**src/rtl/ipml_prefetch_sfifo_v2_0.sv**
```systemverilog
// Single-clock first-word-fall-through FIFO: a registered-read storage array
// feeding a 2-entry output skid stage, with level, almost flags and flush.
module ipml_prefetch_sfifo_v2_0 #(
    parameter int W        = 32,
    parameter int DEPTH    = 16,
    parameter int AF_LEVEL = 14,
    parameter int AE_LEVEL = 2,
    localparam int LW      = $clog2(DEPTH + 1)
) (
    input  logic          clk,
    input  logic          rst_n,
    input  logic          flush,
    input  logic [W-1:0]  data_in,
    input  logic          data_in_valid,
    output logic          data_in_ready,
    output logic [W-1:0]  data_out,
    output logic          data_out_valid,
    input  logic          data_out_ready,
    output logic [LW-1:0] level,
    output logic          almost_full,
    output logic          almost_empty
);

    localparam int PW = $clog2(DEPTH);
    localparam logic [LW-1:0] DEPTH_L  = LW'(DEPTH);
    localparam logic [LW-1:0] AF_L     = LW'(AF_LEVEL);
    localparam logic [LW-1:0] AE_L     = LW'(AE_LEVEL);
    localparam logic [PW-1:0] LAST_PTR = PW'(DEPTH - 1);

    logic [W-1:0]  mem [DEPTH];

    logic [PW-1:0] wrPtr_q, wrPtr_d;
    logic [PW-1:0] rdPtr_q, rdPtr_d;
    logic [LW-1:0] arrCount_q, arrCount_d;
    logic [LW-1:0] level_q, level_d;
    logic          rdValid_q, rdValid_d;
    logic [W-1:0]  rdData_q;
    logic [1:0]    outCount_q, outCount_d;
    logic [W-1:0]  slot0_q, slot0_d;
    logic [W-1:0]  slot1_q, slot1_d;
    logic          inReady_q;
    logic          almostFull_q;
    logic          almostEmpty_q;

    logic          push;
    logic          pop;
    logic          land;
    logic          rdIssue;
    logic [1:0]    stageUsed;

    function automatic logic [PW-1:0] ptrInc(input logic [PW-1:0] p);
        return (p == LAST_PTR) ? '0 : p + PW'(1);
    endfunction

    assign push      = data_in_valid & inReady_q;
    assign pop       = (outCount_q != 2'd0) & data_out_ready;
    assign land      = rdValid_q;
    assign stageUsed = outCount_q + {1'b0, rdValid_q};

    // A read may issue into a full stage when a pop frees a slot this cycle,
    // which is what keeps streaming at one word per cycle.
    assign rdIssue = (arrCount_q != '0) & ((stageUsed != 2'd2) | pop);

    always_comb begin
        wrPtr_d    = push ? ptrInc(wrPtr_q) : wrPtr_q;
        rdPtr_d    = rdIssue ? ptrInc(rdPtr_q) : rdPtr_q;
        arrCount_d = arrCount_q + LW'(push) - LW'(rdIssue);
        level_d    = level_q + LW'(push) - LW'(pop);
        rdValid_d  = rdIssue;
        slot0_d    = slot0_q;
        slot1_d    = slot1_q;
        outCount_d = outCount_q;

        unique case ({land, pop})
            2'b01: begin
                slot0_d    = slot1_q;
                outCount_d = outCount_q - 2'd1;
            end
            2'b10: begin
                if (outCount_q == 2'd0) begin
                    slot0_d = rdData_q;
                end else begin
                    slot1_d = rdData_q;
                end
                outCount_d = outCount_q + 2'd1;
            end
            2'b11: begin
                if (outCount_q == 2'd1) begin
                    slot0_d = rdData_q;
                end else begin
                    slot0_d = slot1_q;
                    slot1_d = rdData_q;
                end
            end
            default: begin
            end
        endcase

        if (flush) begin
            wrPtr_d    = '0;
            rdPtr_d    = '0;
            arrCount_d = '0;
            level_d    = '0;
            rdValid_d  = 1'b0;
            outCount_d = 2'd0;
        end
    end

    always_ff @(posedge clk or negedge rst_n) begin
        if (!rst_n) begin
            wrPtr_q       <= '0;
            rdPtr_q       <= '0;
            arrCount_q    <= '0;
            level_q       <= '0;
            rdValid_q     <= 1'b0;
            outCount_q    <= 2'd0;
            slot0_q       <= '0;
            slot1_q       <= '0;
            inReady_q     <= 1'b0;
            almostFull_q  <= 1'b0;
            almostEmpty_q <= 1'b1;
        end else begin
            wrPtr_q       <= wrPtr_d;
            rdPtr_q       <= rdPtr_d;
            arrCount_q    <= arrCount_d;
            level_q       <= level_d;
            rdValid_q     <= rdValid_d;
            outCount_q    <= outCount_d;
            slot0_q       <= slot0_d;
            slot1_q       <= slot1_d;
            inReady_q     <= (level_d != DEPTH_L);
            almostFull_q  <= (level_d >= AF_L);
            almostEmpty_q <= (level_d <= AE_L);
        end
    end

    // Storage is not reset; pointers and counts alone define its valid content.
    always_ff @(posedge clk) begin
        if (push && !flush) begin
            mem[wrPtr_q] <= data_in;
        end
        if (rdIssue) begin
            rdData_q <= mem[rdPtr_q];
        end
    end

    assign data_in_ready  = inReady_q;
    assign data_out       = slot0_q;
    assign data_out_valid = (outCount_q != 2'd0);
    assign level          = level_q;
    assign almost_full    = almostFull_q;
    assign almost_empty   = almostEmpty_q;

endmodule

```
**config.mk**
```make
export PLATFORM = sky130hd
export DESIGN_NAME = ipml_prefetch_sfifo_v2_0
export DESIGN_NICKNAME = d
export VERILOG_FILES = /design/src/rtl/ipml_prefetch_sfifo_v2_0.sv
export SDC_FILE = /design/constraint.sdc
export NUM_CORES = 1
export LEC_CHECK = 0
export ABC_AREA = 1
export ABC_CLOCK_PERIOD_IN_PS = 4220
export CAP_MARGIN = 40
export CORE_UTILIZATION = 51
export DETAILED_ROUTE_END_ITERATION = 12
export DONT_BUFFER_PORTS = 1
export PLACE_DENSITY = 0.69
export SLEW_MARGIN = 40
export SYNTH_ARGS = -nofsm -noshare
export SYNTH_HDL_FRONTEND = slang
export SYNTH_SLANG_ARGS = --single-unit
```
**constraint.sdc**
```tcl
create_clock -name clk -period 4.22 [get_ports clk]
set_input_delay 1.266 -clock clk [delete_from_list [all_inputs] [get_ports clk]]
set_output_delay 1.266 -clock clk [all_outputs]
set_load 0.005 [all_outputs]
```
==> summary.txt <==
Outcome
  – Status: finished, final reports clean

STA
  – Final Setup Violations: 0
  – Actual slew at the worst max-slew pin: between 0.8 and 0.9 ns
  – Clock skew: 0.01893 ns
  – Max Fclk: roughly 350 MHz
  – Setup TNS: 0 ns
  – Worst rel slew slack: 40.22%
  – Period Utilization, post-route: 67.04%
  – Fin. Hold Viols: 0
  – Tmin final: between 2 and 3 ns
  – Final Max Tran Viols: 0
  – RSZ-0062 raised after global routing: no

Floorplanning
  – I/O pin total: just under 80
  – Die Height: 226.4 um
  – Die W: roughly 230 um
  – Cell Rows: 81
  – Initial Util: 52.14%
  – Die footprint: just over 0.05 mm^2
  – Core Area: around 0.05 mm^2

Clock tree
  – Clock slew seen by the registers of the worst setup and hold paths: ~0.060 ns
  – CTS tree: built
  – Post-CTS Resized: 0
  – Clock root buffer: clkbuf_16
  – Num CTS Buffers: 61
  – H-tree level count: 2
  – Clk Latency, worst-skew pair: roughly 0.63 ns
  – Hold Buf Count CTS: 0
  – CTS sink count: about 630
  – Post-CTS setup buffer count: 0
  – Maximum clock path buffer count: 3

Power
  – Static Leak: roughly 11 nW
  – NetSw: ~5.5 mW
  – Pwr/cell area: around 600 mW/mm^2
  – Clock share of power: 31.3%
  – Comb pwr share: between 20% and 30%
  – Share of power burned in registers: between 40% and 50%
  – Sw Share: a little under a third
  – Internal: ~12 mW
  – Max VDD drop: 0.3960 mV
  – Design Power: 17.32 mW

Drt
  – Final ANT Viol Nets: 0
  – Initial DRC count: about 1600
  – Vias: approximately 16000
  – DRC violations left: 0
  – Post-DR vias/cell: 5.417
  – First-pass detailed-route iteration total: 5
  – Wirelength per Cell: around 19 um
  – Total wire length: approximately 57000 um

GRT
  – Pin count of the biggest net entering global routing: about 180
  – Global-route wire length before repair: approximately 88000 um
  – Initial antenna violation count: 0
  – Global route total overflow: 0
  – Vias in the first global route: approximately 16000
  – Global Route Usage Sum: a little under a quarter

Finish
  – Filler Cell Count: ~4000
  – Fin util: just under 60%
  – Register area: between 0.015 and 0.02 mm^2
  – Fin nets: about 2300
  – P&R area growth vs syn: 10.52%
  – Ant diodes: 0
  – Area of the multi-input gates: 0.006240 mm^2
  – Proportion of layout cells with a drive suffix above 1: approximately 7%
  – Final instance area: 0.02838 mm^2

Place
  – DP Wirelength: 33820 um
  – RePlAce Congestion: around 0.8
  – Post-DP Area: 0.02635 mm^2
  – Input/output buffers: 0

Worst setup path
  – Worst path bufs/invs: 2
  – Top delay family on crit path: buffers and inverters
  – Worst EP required: roughly 4.5 ns
  – CP max stage cell: nor2_1
  – CP endpoint kind: flip-flop
  – Crit path DAT: approximately 3.1 ns
  – Cells along the critical path: nand2_1 -> nor2_1 -> inv_1 -> nor3_2 -> buf_4
  – Largest fanout on the critical path: 32
  – Critical path class: in2reg
  – Element type at the critical path start: primary input
  – Max stage delay on crit path: slightly below 0.5 ns

Logic synthesis
  – Yosys warnings: 0
  – Main combinational cell family by area after synthesis: simple AND/OR/NAND/NOR gates
  – Area share of xor/xnor cells in the synthesized design: less than 1%
  – Register area share after synthesis: between 70% and 80%
  – Mux contribution to synthesized area: 0%
  – Cells after synthesis: 2261
  – Post-Synth Simple-Gate Area: between 10% and 20%
  – Adder-cell share of the synthesized area: around 1.0%
  – Mean Syn Cell Area: around 11 um^2
  – Synth Area in Compound Gates: under 10%
  – Total nets after synthesis: about 2300
  – Unique masters post-synth: 26
  – FF+latch count, synth: 632
  – Cell Area, Synth: 0.02568 mm^2

Run
  – Max cap viols: 0

Hold path
  – Hold Path Class: in2async
Yosys cell counts, drive strengths merged:
cell type  number  share of area (%)
nand2         659                9.6
edfxtp        544                 64
nor2          283                4.2
o21ai         170                3.3
nand3         151                2.9
inv           107                1.6
dfrtp          87                8.5
buf            73                1.7
a21oi          70                1.4
clkbuf         45               0.66
o211ai         33               0.96
ha             18               0.88
nor3           11               0.21
xor2            4               0.14
fa              2               0.16
a31oi           1              0.024
clkinv          1              0.015
dfstp           1               0.10
o22ai           1              0.024
final cells by class:
class                      instances  share of cell area (%)
sequential                       632                   65.34
multi-input combinational       1403                   21.99
clock buffer                      84                   6.168
tap                              664                   2.927
inverter                         108                   1.450
timing repair buffer              34                   1.217
clock inverter                    31                  0.9126
routing by layer:
layer | wire (um) | part of all wire [%] | up-vias | GRT usage (%)
met3 | 4437 | 7.8 | 92 | 4.510
met2 | 26690 | 47 | 519 | 35.94
met5 | 0 | 0 | - | 0
met1 | 24600 | 43 | 7765 | 31.58
met4 | 1194 | 2.1 | 0 | 6.844
li1 | - | - | 7637 | -
cell families (layout without fill, tap and decap cells):
logic type                 Yosys count  count (layout)
and+or+nand+nor                   1104            1104
DFF                                632             632
AOI/OAI and AO/OA                  275             275
buffers and inverters              226             257
adders and majority gates           20              20
xor gates and xnor gates             4               4
registers in the layout (all words and copies together) (netlist names):
register       cells
mem              512
data_out          32
rdData_q          32
slot1_q           32
arrCount_q         5
level              5
rdPtr_q            4
wrPtr_q            4
outCount_q         2
almost_empty       1
almost_full        1
data_in_ready      1
land               1
path summary, 6_finish.rpt:
check	end	cells past startpoint	slack, ns	start
worst max-delay path	mem[6][10]$_DFFE_PP_	5	1.39	data_in_valid
max in group asynchronous	almost_empty$_DFF_PN1_	0	3.69	rst_n
min in group clk	slot1_q[10]$_DFFE_PN0P_	2	0.49	slot1_q[10]$_DFFE_PN0P_
worst min register to register	slot1_q[10]$_DFFE_PN0P_	2	0.49	slot1_q[10]$_DFFE_PN0P_
worst max register to register	arrCount_q[4]$_DFF_PN0_	13	1.61	land$_DFF_PN0_
worst min-delay path	level[3]$_DFF_PN0_	0	0.34	rst_n
metrics by stage:
step / hold WS (ns) / instances / setup slack, ns
5_1_grt: 0.3182 / 2956 / 1.283
6_report: 0.3375 / 2956 / 1.391
4_1_cts: 0.3084 / 2954 / 1.439
3_3_place_gp: 0.4663 / 2839 / 0.8833
2_1_floorplan: 0.4534 / 2261 / -0.3351
3_5_place_dp: 0.4731 / 2839 / 0.8046
cell usage in the layout, fill, tap and decap left out, drive strengths merged:
| cell type | n |
|---|---|
| o21ai | 170 |
| edfxtp | 544 |
| fa | 2 |
| inv | 107 |
| a21oi | 70 |
| a31oi | 1 |
| clkinvlp | 3 |
| ha | 18 |
| bufinv | 4 |
| o211ai | 33 |
| nor2 | 283 |
| nor3 | 11 |
| buf | 34 |
| clkinv | 25 |
| nand2 | 659 |
| clkbuf | 84 |
| nand3 | 151 |
| o22ai | 1 |
| dfstp | 1 |
| xor2 | 4 |
| dfrtp | 87 |
power groups by stage:
stage	clock (mW)	sequential, mW	combinational [mW]
after detailed placement	0	8.00	3.98
after floorplan	0	7.88	3.02
after global placement	0	7.97	3.88
final	5.41	7.87	4.03
after global routing	5.71	7.94	4.59
after CTS	5.50	7.88	4.01
No activity file was read; power rests on OpenSTA's default activity.
